===== src/rtl/microseq_pkg.sv =====
// Shared encodings and store-word layout for the microprogram sequencer.
package microseq_pkg;

    localparam int unsigned STATE_W    = 4;
    localparam int unsigned BR_W       = 3;
    localparam int unsigned WORD_W     = 7;
    localparam int unsigned IN_W       = 2;
    localparam int unsigned SEL_W      = 2;
    localparam int unsigned NUM_STATES = 1 << STATE_W;
    localparam int unsigned NUM_IN     = 1 << IN_W;

    // Store word layout: {branch, target}
    localparam int unsigned BR_MSB  = 6;
    localparam int unsigned BR_LSB  = 4;
    localparam int unsigned TGT_MSB = 3;
    localparam int unsigned TGT_LSB = 0;

    typedef enum logic [BR_W-1:0] {
        BR_SEQ   = 3'd0,
        BR_DISP1 = 3'd1,
        BR_DISP2 = 3'd2,
        BR_JUMP  = 3'd3,
        BR_JZ    = 3'd4,
        BR_CALL  = 3'd5,
        BR_RET   = 3'd6,
        BR_HALT  = 3'd7
    } branch_t;

    typedef enum logic [1:0] {
        MODE_IDLE  = 2'd0,
        MODE_RUN   = 2'd1,
        MODE_FAULT = 2'd2
    } mode_t;

    localparam logic [SEL_W-1:0] PSEL_STORE = 2'd0;
    localparam logic [SEL_W-1:0] PSEL_DISP1 = 2'd1;
    localparam logic [SEL_W-1:0] PSEL_DISP2 = 2'd2;

    typedef struct packed {
        branch_t               branch;
        logic [STATE_W-1:0]    target;
    } store_word_t;

endpackage


===== src/rtl/microseq_if.sv =====
// Host/datapath-facing signal bundle of the microprogram sequencer.
interface microseq_if;
    import microseq_pkg::*;

    logic [IN_W-1:0]    in;
    logic               start;
    logic               halt_req;
    logic               prog_we;
    logic [SEL_W-1:0]   prog_sel;
    logic [STATE_W-1:0] prog_addr;
    logic [WORD_W-1:0]  prog_data;
    logic               prog_ack;
    logic [STATE_W-1:0] state;
    logic [BR_W-1:0]    uop_branch;
    logic               running;
    logic               fault;

    modport master (
        output in, start, halt_req, prog_we, prog_sel, prog_addr, prog_data,
        input  prog_ack, state, uop_branch, running, fault
    );

    modport slave (
        input  in, start, halt_req, prog_we, prog_sel, prog_addr, prog_data,
        output prog_ack, state, uop_branch, running, fault
    );

endinterface


===== src/rtl/microseq_store.sv =====
// Writable control store (16 words) and two input-indexed dispatch tables.
// Synchronous write and clear, asynchronous read.
module microseq_store
    import microseq_pkg::*;
(
    input  logic               clk,
    input  logic               reset,
    input  logic               we,
    input  logic [SEL_W-1:0]   sel,
    input  logic [STATE_W-1:0] addr,
    input  logic [WORD_W-1:0]  data,
    input  logic [STATE_W-1:0] rd_state,
    input  logic [IN_W-1:0]    rd_in,
    output store_word_t        word_c,
    output logic [STATE_W-1:0] disp1_c,
    output logic [STATE_W-1:0] disp2_c
);

    store_word_t        store_q [NUM_STATES];
    logic [STATE_W-1:0] disp1_q [NUM_IN];
    logic [STATE_W-1:0] disp2_q [NUM_IN];
    store_word_t        wr_word;

    // Unpack the programming word into the store layout
    always_comb begin
        wr_word        = '0;
        wr_word.branch = branch_t'(data[BR_MSB:BR_LSB]);
        wr_word.target = data[TGT_MSB:TGT_LSB];
    end

    always_ff @(posedge clk) begin
        if (reset) begin
            for (int i = 0; i < NUM_STATES; i++) begin
                store_q[i] <= '0;
            end
            for (int i = 0; i < NUM_IN; i++) begin
                disp1_q[i] <= '0;
                disp2_q[i] <= '0;
            end
        end else if (we) begin
            case (sel)
                PSEL_STORE: store_q[addr]                <= wr_word;
                PSEL_DISP1: disp1_q[IN_W'(addr)]         <= data[TGT_MSB:TGT_LSB];
                PSEL_DISP2: disp2_q[IN_W'(addr)]         <= data[TGT_MSB:TGT_LSB];
                default: ;
            endcase
        end
    end

    assign word_c  = store_q[rd_state];
    assign disp1_c = disp1_q[rd_in];
    assign disp2_c = disp2_q[rd_in];

endmodule


===== src/rtl/microseq_ctrl.sv =====
// Microprogram sequencer: mode FSM, next-state selection and return stack
// wrapped around the writable control store.
module microseq_ctrl
    import microseq_pkg::*;
#(
    parameter logic [STATE_W-1:0] START_STATE = 4'd0,
    parameter int unsigned        STACK_DEPTH = 2
) (
    input  logic       clk,
    input  logic       reset,
    microseq_if.slave  bus
);

    localparam int unsigned SP_W  = $clog2(STACK_DEPTH + 1);
    localparam int unsigned IDX_W = (STACK_DEPTH > 1) ? $clog2(STACK_DEPTH) : 1;

    mode_t              mode_q, mode_d;
    logic [STATE_W-1:0] state_q, state_d;
    logic [SP_W-1:0]    sp_q, sp_d;
    logic [STATE_W-1:0] stack_q [STACK_DEPTH];
    logic               push;
    logic               prog_ack_q;
    logic               running_q;
    logic               fault_q;

    logic               wr_en;
    store_word_t        word_c;
    logic [STATE_W-1:0] disp1_c;
    logic [STATE_W-1:0] disp2_c;
    logic [STATE_W-1:0] seq_next;
    logic [IDX_W-1:0]   push_idx;
    logic [IDX_W-1:0]   top_idx;
    logic               stack_full;
    logic               stack_empty;

    // Programming is only accepted while idle and to a defined table
    assign wr_en = bus.prog_we && (mode_q == MODE_IDLE) &&
                   (bus.prog_sel inside {PSEL_STORE, PSEL_DISP1, PSEL_DISP2});

    microseq_store u_store (
        .clk      (clk),
        .reset    (reset),
        .we       (wr_en),
        .sel      (bus.prog_sel),
        .addr     (bus.prog_addr),
        .data     (bus.prog_data),
        .rd_state (state_q),
        .rd_in    (bus.in),
        .word_c   (word_c),
        .disp1_c  (disp1_c),
        .disp2_c  (disp2_c)
    );

    assign seq_next    = state_q + STATE_W'(1);
    assign push_idx    = IDX_W'(sp_q);
    assign top_idx     = IDX_W'(sp_q - SP_W'(1));
    assign stack_full  = (sp_q == SP_W'(STACK_DEPTH));
    assign stack_empty = (sp_q == '0);

    always_ff @(posedge clk) begin
        if (reset) begin
            mode_q     <= MODE_IDLE;
            state_q    <= '0;
            sp_q       <= '0;
            prog_ack_q <= 1'b0;
            running_q  <= 1'b0;
            fault_q    <= 1'b0;
            for (int i = 0; i < STACK_DEPTH; i++) begin
                stack_q[i] <= '0;
            end
        end else begin
            mode_q     <= mode_d;
            state_q    <= state_d;
            sp_q       <= sp_d;
            prog_ack_q <= wr_en;
            running_q  <= (mode_d == MODE_RUN);
            fault_q    <= (mode_d == MODE_FAULT);
            if (push) begin
                stack_q[push_idx] <= seq_next;
            end
        end
    end

    // Mode transitions and microinstruction decode
    always_comb begin
        mode_d  = mode_q;
        state_d = state_q;
        sp_d    = sp_q;
        push    = 1'b0;
        case (mode_q)
            MODE_IDLE: begin
                if (bus.start) begin
                    mode_d  = MODE_RUN;
                    state_d = START_STATE;
                    sp_d    = '0;
                end
            end
            MODE_RUN: begin
                if (bus.halt_req) begin
                    mode_d = MODE_IDLE;
                end else begin
                    case (word_c.branch)
                        BR_SEQ:   state_d = seq_next;
                        BR_DISP1: state_d = disp1_c;
                        BR_DISP2: state_d = disp2_c;
                        BR_JUMP:  state_d = word_c.target;
                        BR_JZ:    state_d = (bus.in == '0) ? word_c.target : seq_next;
                        BR_CALL: begin
                            if (stack_full) begin
                                mode_d = MODE_FAULT;
                            end else begin
                                push    = 1'b1;
                                sp_d    = sp_q + SP_W'(1);
                                state_d = word_c.target;
                            end
                        end
                        BR_RET: begin
                            if (stack_empty) begin
                                mode_d = MODE_FAULT;
                            end else begin
                                sp_d    = sp_q - SP_W'(1);
                                state_d = stack_q[top_idx];
                            end
                        end
                        BR_HALT:  mode_d = MODE_IDLE;
                        default:  mode_d = MODE_FAULT;
                    endcase
                end
            end
            MODE_FAULT: ;
            default: mode_d = MODE_IDLE;
        endcase
    end

    assign bus.prog_ack   = prog_ack_q;
    assign bus.state      = state_q;
    assign bus.uop_branch = word_c.branch;
    assign bus.running    = running_q;
    assign bus.fault      = fault_q;

endmodule


===== src/flat_wrapper.sv =====
// flat-port wrapper written by rule: the top's interface ports become plain ports
module microseq_ctrl_flat import microseq_pkg::*;
#(
    parameter logic [STATE_W-1:0] START_STATE = 4'd0,
    parameter int unsigned        STACK_DEPTH = 2
)
  (clk, reset, bus_in, bus_start, bus_halt_req, bus_prog_we, bus_prog_sel, bus_prog_addr, bus_prog_data, bus_prog_ack, bus_state, bus_uop_branch, bus_running, bus_fault);
  microseq_if bus_i ();
  input  logic clk;
  input  logic reset;
  input wire logic [$bits(bus_i.in)-1:0] bus_in;
  input wire logic [$bits(bus_i.start)-1:0] bus_start;
  input wire logic [$bits(bus_i.halt_req)-1:0] bus_halt_req;
  input wire logic [$bits(bus_i.prog_we)-1:0] bus_prog_we;
  input wire logic [$bits(bus_i.prog_sel)-1:0] bus_prog_sel;
  input wire logic [$bits(bus_i.prog_addr)-1:0] bus_prog_addr;
  input wire logic [$bits(bus_i.prog_data)-1:0] bus_prog_data;
  output wire logic [$bits(bus_i.prog_ack)-1:0] bus_prog_ack;
  output wire logic [$bits(bus_i.state)-1:0] bus_state;
  output wire logic [$bits(bus_i.uop_branch)-1:0] bus_uop_branch;
  output wire logic [$bits(bus_i.running)-1:0] bus_running;
  output wire logic [$bits(bus_i.fault)-1:0] bus_fault;
  assign bus_i.in = bus_in;
  assign bus_i.start = bus_start;
  assign bus_i.halt_req = bus_halt_req;
  assign bus_i.prog_we = bus_prog_we;
  assign bus_i.prog_sel = bus_prog_sel;
  assign bus_i.prog_addr = bus_prog_addr;
  assign bus_i.prog_data = bus_prog_data;
  assign bus_prog_ack = bus_i.prog_ack;
  assign bus_state = bus_i.state;
  assign bus_uop_branch = bus_i.uop_branch;
  assign bus_running = bus_i.running;
  assign bus_fault = bus_i.fault;
  microseq_ctrl #(.START_STATE(START_STATE), .STACK_DEPTH(STACK_DEPTH)) u_core (.clk(clk), .reset(reset), .bus(bus_i));
endmodule

===== config.mk =====
export PLATFORM = sky130hd
export DESIGN_NAME = microseq_ctrl_flat
export DESIGN_NICKNAME = d
export VERILOG_FILES = /design/src/rtl/microseq_pkg.sv /design/src/rtl/microseq_if.sv /design/src/rtl/microseq_store.sv /design/src/rtl/microseq_ctrl.sv /design/src/flat_wrapper.sv
export SDC_FILE = /design/constraint.sdc
export NUM_CORES = 1
export LEC_CHECK = 0
export CORE_MARGIN = 2
export CORE_UTILIZATION = 40
export CTS_BUF_LIST = sky130_fd_sc_hd__clkbuf_4 sky130_fd_sc_hd__clkbuf_8
export DETAILED_ROUTE_END_ITERATION = 8
export DONT_BUFFER_PORTS = 1
export GPL_TIMING_DRIVEN = 0
export SLEW_MARGIN = 30
export SYNTH_ARGS = -nofsm -noshare
export SYNTH_HDL_FRONTEND = slang
export SYNTH_SLANG_ARGS = --single-unit

===== constraint.sdc =====
create_clock -name clk -period 2.55 [get_ports clk]
set_input_delay 0.6375 -clock clk [delete_from_list [all_inputs] [get_ports clk]]
set_output_delay 0.6375 -clock clk [all_outputs]
set_load 0.005 [all_outputs]

# Word level (Yosys, flattened, before mapping)
# Memories as Yosys holds them, arrays and structs flattened. A register that Yosys moved wholly into a read port is not among the register bits.
# Cells that the tools add are included.
[totals]
regBits = 11
mem_bits_rw = 152
inputBits = 20
output_inout_bits = 10
wordCells = 102
n_memories = 4
[op_classes]
addsub = 3
eq_ne = 20
n_mux = 54
reduce_logical = 15
[mem_list]
columns = ["memory", "depth", "width", "rd", "rd_ports_with_merged_regs", "write_ports", "line", "rtl"]
rows = [
  ["u_core.u_store.store_q", 16, 7, 1, 1, 16, "microseq_store.sv:19", "store_word_t store_q [NUM_STATES];"],
  ["u_core.u_store.disp1_q", 4, 4, 1, 0, 4, "microseq_store.sv:20", "logic [STATE_W-1:0] disp1_q [NUM_IN];"],
  ["u_core.u_store.disp2_q", 4, 4, 1, 0, 4, "microseq_store.sv:21", "logic [STATE_W-1:0] disp2_q [NUM_IN];"],
  ["u_core.stack_q", 2, 4, 1, 0, 2, "microseq_ctrl.sv:20", "logic [STATE_W-1:0] stack_q [STACK_DEPTH];"],
]
[op_table]
columns = ["op", "n"]
rows = [
  ["4-bit 2-to-1 mux", 11],
  ["4-bit one-hot mux with 7 select lines", 1],
  ["1-bit 2-to-1 mux", 26],
  ["2-bit 2-to-1 mux", 10],
  ["3-bit equality test, second input constant", 4],
  ["2-bit one-hot mux with 3 select lines", 2],
  ["6-bit AND reduction", 2],
  ["4-bit OR reduction", 3],
  ["2-bit equality test, second input constant", 4],
  ["2-bit logical NOT", 4],
  ["8-bit by 7-bit != test with 1-bit output, second input constant", 1],
  ["2-bit one-hot mux with 2 select lines", 2],
  ["4-bit one-hot mux with 2 select lines", 1],
  ["7-bit 2-to-1 mux", 1],
  ["7-bit OR reduction", 1],
  ["2-bit by 1-bit equality test with 1-bit output, second input constant", 3],
  ["3-bit by 2-bit equality test with 1-bit output, second input constant", 2],
  ["3-bit != test, second input constant", 2],
  ["4-bit by 1-bit adder with 4-bit output, second input constant", 1],
  ["2-bit != test, second input constant", 2],
  ["3-bit by 1-bit equality test with 1-bit output, second input constant", 1],
  ["3-bit logical NOT", 1],
  ["3-bit by 2-bit != test with 1-bit output, second input constant", 1],
  ["3-bit nonzero test", 1],
  ["other kinds (4)", 5],
]

# Longest topological paths before layout
# Gate-level depths: netlist of the first run.
[depth]
ltp_word = 10
mapped_depth = 12
mapped_depth_nobuf = 8

# By module
# A second synthesis of the first run with hierarchy kept.
[unflattened]
cells_unflattened = 610
hier_area_um2 = 7724.9
[modules_own_cells]
columns = ["module", "instances", "cells_per_inst", "area_per_inst_um2", "seq_area_each_um2"]
rows = [
  ["microseq_store", 1, 462, 6458.7, 4324.1],
  ["microseq_ctrl", 1, 148, 1266.2, 460.4],
]

# Least setup slack after synthesis of the first run
# Ideal clock, no wire load.
[synth_timing]
kind = "input to register"
start = "input port bus_prog_we"
end = "memory u_core.u_store.store_q[3][0] (netlist bit) (enable)"
setup_time_ns = 0.306
t_arrival_ns = 2.216
t_required_ns = 2.244
path_slack_ns = 0.027
stages = 6
path_buffers = 0
cell_sequence = "nor3b_1 nand2b_1 or3_1 or3_1 nor2_1 or2_2"
[synth_rtl]
columns = ["element", "line", "rtl"]
rows = [
  ["from (decl)", "flat_wrapper.sv:14", "input wire logic [$bits(bus_i.prog_we)-1:0] bus_prog_we;"],
  ["to (decl)", "microseq_store.sv:19", ""],
]

==> results of run 1 <==
-- registers in the layout, summed over array words and instances (netlist names), named ones only --
signal                  cells
u_core.u_store.disp2_q     16
u_core.sp_q                 2
u_core.mode_q               2
u_core.u_store.disp1_q     16
u_core.stack_q              8
u_core.u_store.store_q    112
u_core.bus.running          1
u_core.bus.fault            1
u_core.bus.state            4
u_core.bus.prog_ack         1
-- worst min path at each step --
stage | startpoint | to | depth (start not counted)
2_1_floorplan | u_core.sp_q[1] | u_core.sp_q[1] | 2
4_1_cts | bus_prog_sel[1] | u_core.bus.prog_ack | 1
5_1_grt | bus_prog_sel[1] | u_core.bus.prog_ack | 1
3_5_place_dp | u_core.sp_q[1] | u_core.sp_q[1] | 2
3_3_place_gp | u_core.sp_q[1] | u_core.sp_q[1] | 2
6_report | bus_prog_sel[1] | u_core.bus.prog_ack | 1
-- stage by stage --
stage	power [uW]	cell area (um2)
5_1_grt	5800	9340
6_report	5630	9340
2_1_floorplan	3500	7950
3_3_place_gp	3640	8280
3_5_place_dp	3660	8280
4_1_cts	5600	9220
-- cell families (layout without fill, tap and decap cells) --
| kind of cell | after synthesis | after routing | synth area share [%] |
|---|---|---|---|
| adders and majority gates | 3 | 3 | 0.472 |
| DFF | 167 | 167 | 61.2 |
| muxes | 51 | 51 | 12.8 |
| AOI/OAI and AO/OA | 54 | 54 | 4.99 |
| buffers and inverters | 52 | 113 | 2.97 |
| xor gates and xnor gates | 2 | 2 | 0.220 |
| and+or+nand+nor | 253 | 253 | 17.4 |
-- cell usage in the layout, fill, tap and decap left out, types with 5 or more instances in the layout --
cell        netlist  final
nor3_1            7      6
edfxtp_1        152    152
nor2_4            1     13
nand2b_1         10      9
nand2_1          23     23
nand3_1           7      5
clkinvlp_4        0      6
inv_1            20     18
o21bai_1         10     10
and2_1          112    112
mux4_2           38     38
clkbuf_1         18     16
or2_2            19     16
a21oi_1           9      6
clkbuf_8          0     17
buf_12            0      5
buf_6             2      7
nor2_1           58     38
mux2_2            6      6
dfxtp_1          15     12
buf_4             4     25
nor2_2            0      8
-- critical path: cells and delay by family (launching register included) --
| kind | cells | cell delay, ps |
|---|---|---|
| muxes | 3 | 980 |
| DFF | 1 | 410 |
| buffers and inverters | 3 | 300 |
-- routing by layer --
| metal | share of wire [%] | wire length [um] |
|---|---|---|
| met1 | 44 | 8780 |
| met2 | 47 | 9300 |
| met3 | 5.9 | 1180 |
| met4 | 2.7 | 533 |
| met5 | 0 | 0 |
-- final cells by class --
type,count,area (um2),area share [%]
inverter,21,87.6,0.938
sequential,167,4870,52.2
buffer,31,255,2.73
multi-input combinational,363,3130,33.5
tap,265,332,3.55
clock buffer,18,241,2.59
clock inverter,14,150,1.61
timing repair buffer,29,277,2.96
-- power groups by stage --
stage	clock (uW)	combinational [uW]	sequential, uW
after floorplan	0	349	3150
after global placement	0	476	3170
after detailed placement	0	484	3170
after CTS	1890	598	3110
after global routing	2010	668	3120
final	1880	633	3110
-- what timing repair did --
action	4_1_cts	5_1_grt
pin swaps	14	6
gates resized for setup	85	18
buffers inserted	21	5
cloned	2	1
endpoints found under the setup margin	173	136
==> impl_results.md, run 1 <==
- Status: finished with violations
- Failing checks: setup timing
- IO Count: 30
- FMAX: 357 MHz
- TritonCTS clock tree: yes
- Hpwl dp: 13700 um
- Reg2Reg Setup Slack: -140 ps
- Synth Warn #: 0
- Final hold violation count: 0
- Synth area leader: edfxtp_1
- Tcrit/Tclk final: 110%
- Synth area leaders: edfxtp_1, mux4_2, and2_1
- Largest net degree at the start of global routing: 17
- Cell at the slowest stage of the critical path: mux4_2
- Met3 Track Usage GR: 3.90%
- Async SR Flop Fraction: 0%
- Syn_nets: 605
- Hold Crit Class: in -> reg
- Initial core utilization: 40.8%
- Number of inserted diodes: 0
- Sequential fraction of the synthesis area: 61.2%
- Arrival time worst endpoint: 2160 ps
- Synth-to-layout area growth: 17.5%
- Reg power frac: 55.3%
- Root Buffer: clkbuf_8
- Layout cells sized above 1: 30.2%
- Core box area: 19500 um2
- Post-CTS Hold Buffers: 0
- CTS HTree Levels: 4
- Initial antenna violation count: 0
- Post-synth top area share: 57.4%
- Switching share of power: 24.8%
- Crit path kind: reg -> out
- Power Internal: 4230 uW
- Syn avg cell area: 13.7 um2
- Power per cell area: 603 nW/um2
- Hold slack: 264 ps
- CP endpoint: bus_uop_branch[0]
- Sink Count: 167
- Final std cells w/o fill: 908
- Min Tclk post-route: 2800 ps
- Final GP Congestion: 0.883
- Site row count: 51
- Post-synth top cells: edfxtp_1, and2_1, nor2_1
- Worst setup EP type: output port
- R2r worst-path depth: 9
- GRT met1 Usage: 26.8%
- Cell with the most instances after synthesis: edfxtp_1
- Final setup violation count: 20
- Gr busiest metal: met2
- Clock Skew: 14.1 ps
- Cell Area, Synth: 7950 um2
- Max-slew headroom: 48.5%
- Max VDD drop: 0.423 mV
- Dpl ws: -654 ps
- Pre-antenna DRT Iters: 6
- Total Routing Usage GR: 19.5%
- Clk pwr share: 33.5%
- CP Launch Type: register
- Final net count: 653
- Antenna Nets Post-Route: 0
- DIE AREA: 21000 um2
- Vias/cell: 5.51
- Clock latency on the worst-skew pair: 460 ps
- GRT overflow: 0
- Gate power share: 11.2%
- GR Layer Usage met2: 30.5%
- Max incr delay on CP: 530 ps
- Critical path fanouts, max: 5
- Number of global-route vias before repair: 5091
- Post-Place Cells: 847
- Maxcap violations: 0
- CTS clock-pin slew for the worst setup and hold paths: 90 ps
- Vias post-DR: 5005
- Synth Flop Type: edfxtp_1
- Post-layout worst setup margin: -252 ps
- Initial DRC Count: 417
- Max Slew Vio Count: 0
- Die width: 145 um
- Port Buffers: 0
- Setup_tns: -2610 ps
- Global-route wire length before repair: 30400 um
- Cell Chain, Critical Path: buf_12 > mux4_2 > mux2i_4 > mux2_4 > inv_4 > buf_8
- Post-synth EDFFs: 152
- Final Util: 48.0%
- Net switching power: 1390 uW
- Synth Instances: 582
- TritonCTS buffer count: 17
- Die Ht: 145 um
- FILL cells: 1709
- Slew @ Worst Pin: 772 ps
- Longest Clk Path Bufs: 2
- Wirelength per Cell: 21.8 um
- Critical Path RT: 1910 ps
- R2R Path End: u_core.stack_q[1][2]
- Yosys reg bits: 167
- RSZ-0062 raised after global routing: true
- Drt total wl: 19800 um
- Yosys cell types: 52
- DRC Markers: 0
- Leakage: 0.00324 uW
Power figures use the tool's default switching activity.
==> inputs of run 2 (changes only) <==
--- a/config.mk
+++ b/config.mk
@@ -11,6 +11,7 @@
 export DETAILED_ROUTE_END_ITERATION = 8
 export DONT_BUFFER_PORTS = 1
 export GPL_TIMING_DRIVEN = 0
+export PLACE_DENSITY = 0.61
 export SLEW_MARGIN = 30
 export SYNTH_ARGS = -nofsm -noshare
 export SYNTH_HDL_FRONTEND = slang
==> run 2 against run 1 <==
Compared with the run above: the run still ends with setup timing left; combinational power grew 9.8%; hold slack lost 6.5 ps; clock-buffer cell count shrank 1; global-route usage grew 0.59 points; non-clock buffer count grew 12; critical path depth grew 4; utilization grew 1.2 points; register-to-register slack lost 200 ps; critical path type is now reg -> reg.
==> impl_results.md, run 2 (synthesis gave the netlist of run 1 again) <==
- Tcrit/Tclk final: 113%
- Hpwl dp: 13500 um
- Global-route wire length before repair: 31100 um
- Final setup violation count: 27
- Clock latency on the worst-skew pair: 470 ps
- Post-layout worst setup margin: -342 ps
- Port Buffers: 0
- Reg power frac: 52.5%
- Post-CTS Hold Buffers: 0
- Vias post-DR: 5094
- Area after DPL: 8280 um2
- Reg2Reg Setup Slack: -340 ps
- Worst Path Buf+Inv: 3
- Hold depth: 1
- Met3 WL: 1530 um
- Drt total wl: 20400 um
- Endpoint, Worst Hold: u_core.bus.prog_ack
- Clk pwr share: 35.7%
- Cell Chain, Critical Path: buf_8 > mux4_2 > mux2i_4 > mux2_4 > buf_4 > buf_4 > a211oi_2 > a2111oi_1 > nor3_1 > o22ai_1
- Max VDD drop: 0.392 mV
- Net switching power: 1390 uW
- Most frequent cells in the layout: edfxtp_1, and2_1, mux4_2
- Initial antenna violation count: 0
- Critical path fanouts, max: 10
- Cell at the slowest stage of the critical path: mux4_2
- Gate power share: 11.7%
- Cell mode on critical path: buf_4
- Initial DRC Count: 629
- Initial core utilization: 40.8%
- Setup_tns: -3470 ps
- Pre-antenna DRT Iters: 5
- Final GP Congestion: 0.876
- Number of global-route vias before repair: 5153
- Stages on worst setup path: 10
- Maxcap violations: 0
- Sink Count: 167
- TritonCTS clock tree: yes
- Synth-to-layout area growth: 20.5%
- Top flop regs: u_core.u_store.store_q: 112 flops, u_core.u_store.disp1_q: 16 flops, u_core.u_store.disp2_q: 16 flops
- Top routing layer in use: met4
- Total Routing Usage GR: 20.1%
- Arrival time worst endpoint: 3260 ps
- Site row count: 51
- Power Internal: 4530 uW
- Leakage: 0.00335 uW
- Die Ht: 145 um
- IO Count: 30
- Failing checks: setup timing
- FMAX: 346 MHz
- Die width: 145 um
- Wire length on met2: 9690 um
- Wirelength per Cell: 22.2 um
- Dpl ws: -684 ps
- Switching share of power: 23.5%
- Top reg by flops: u_core.u_store.store_q
- CP top delay family: multiplexers
- Max FFs per register: 112
- Met1 wire length: 8740 um
- Min Tclk post-route: 2890 ps
- Max incr delay on CP: 530 ps
- CTS clock-pin slew for the worst setup and hold paths: 80 ps
- Power per cell area: 618 nW/um2
- Vias/cell: 5.54
- Slew @ Worst Pin: 761 ps
- Hold slack: 257 ps
- Root Buffer: clkbuf_8
- TritonCTS buffer count: 17
- Final net count: 665
- Largest net degree at the start of global routing: 17
- Crit path kind: reg -> reg
- Finished Cell Area: 9580 um2
- Critical Path RT: 2920 ps
- Layout cells sized above 1: 32.1%
- DIE AREA: 21000 um2
- Antenna Nets Post-Route: 0
- DRC Markers: 0
- Clock Skew: 10.3 ps
- Max Slew Vio Count: 0
- Max-slew headroom: 49.3%
- Longest Clk Path Bufs: 2
- Core box area: 19500 um2
- RSZ-0062 raised after global routing: true
- Worst setup EP type: register
- GRT overflow: 0
- CP Launch Type: register
- R2r worst-path depth: 10
- Final hold violation count: 0
- Status: finished with violations
- Critical hold path startpoint: bus_prog_sel[1]
- Hold Crit Class: in -> reg
- Most common cell after layout, fill and taps aside: edfxtp_1
- CTS HTree Levels: 4
- Final Util: 49.2%
run 2: metal layers:
| layer | GRT usage, % | vias up |
|---|---|---|
| li1 | - | 2262 |
| met1 | 27.8 | 2574 |
| met2 | 31.0 | 214 |
| met3 | 4.91 | 44 |
| met4 | 7.18 | 0 |
| met5 | 0 | - |
run 2: worst max path at each step:
stage                start                            to  slack, ps
2_1_floorplan  bus_prog_we  u_core.u_store.store_q[3][0]         30
3_3_place_gp   bus_prog_we  u_core.u_store.store_q[0][3]       -590
3_5_place_dp   bus_prog_we  u_core.u_store.store_q[0][3]       -680
4_1_cts           register             bus_uop_branch[0]       -220
5_1_grt           register             bus_uop_branch[0]       -300
6_report          register                      register       -340
run 2: timing repair:
action | in CTS | in global routing
pin swaps | 20 | 17
setup buffers | 27 | 11
gates resized for setup | 86 | 48
endpoints found under the setup margin | 173 | 142
cloned | 2 | 1
run 2: per-stage QoR:
stage	total power, uW	cells
after floorplan	3500	582
after global placement	3640	847
after detailed placement	3660	847
after CTS	5860	907
after global routing	6120	919
final	5920	920
run 2: power groups by stage:
| stage | Clock [uW] | Combinational (uW) | Sequential (uW) |
|---|---|---|---|
| 2_1_floorplan | 0 | 349 | 3150 |
| 3_3_place_gp | 0 | 475 | 3170 |
| 3_5_place_dp | 0 | 485 | 3170 |
| 4_1_cts | 2140 | 611 | 3110 |
| 5_1_grt | 2270 | 729 | 3120 |
| 6_report | 2110 | 695 | 3110 |
run 2: final cells by class:
cell class	instances	area (um2)
Clock buffer	17	234
Antenna cell	1	2.50
Sequential cell	167	4870
Multi-Input combinational cell	363	3220
Buffer	31	251
Clock inverter	14	205
Inverter	21	85.1
Tap cell	265	332
Timing Repair Buffer	41	379
Fill cell	1644	9890
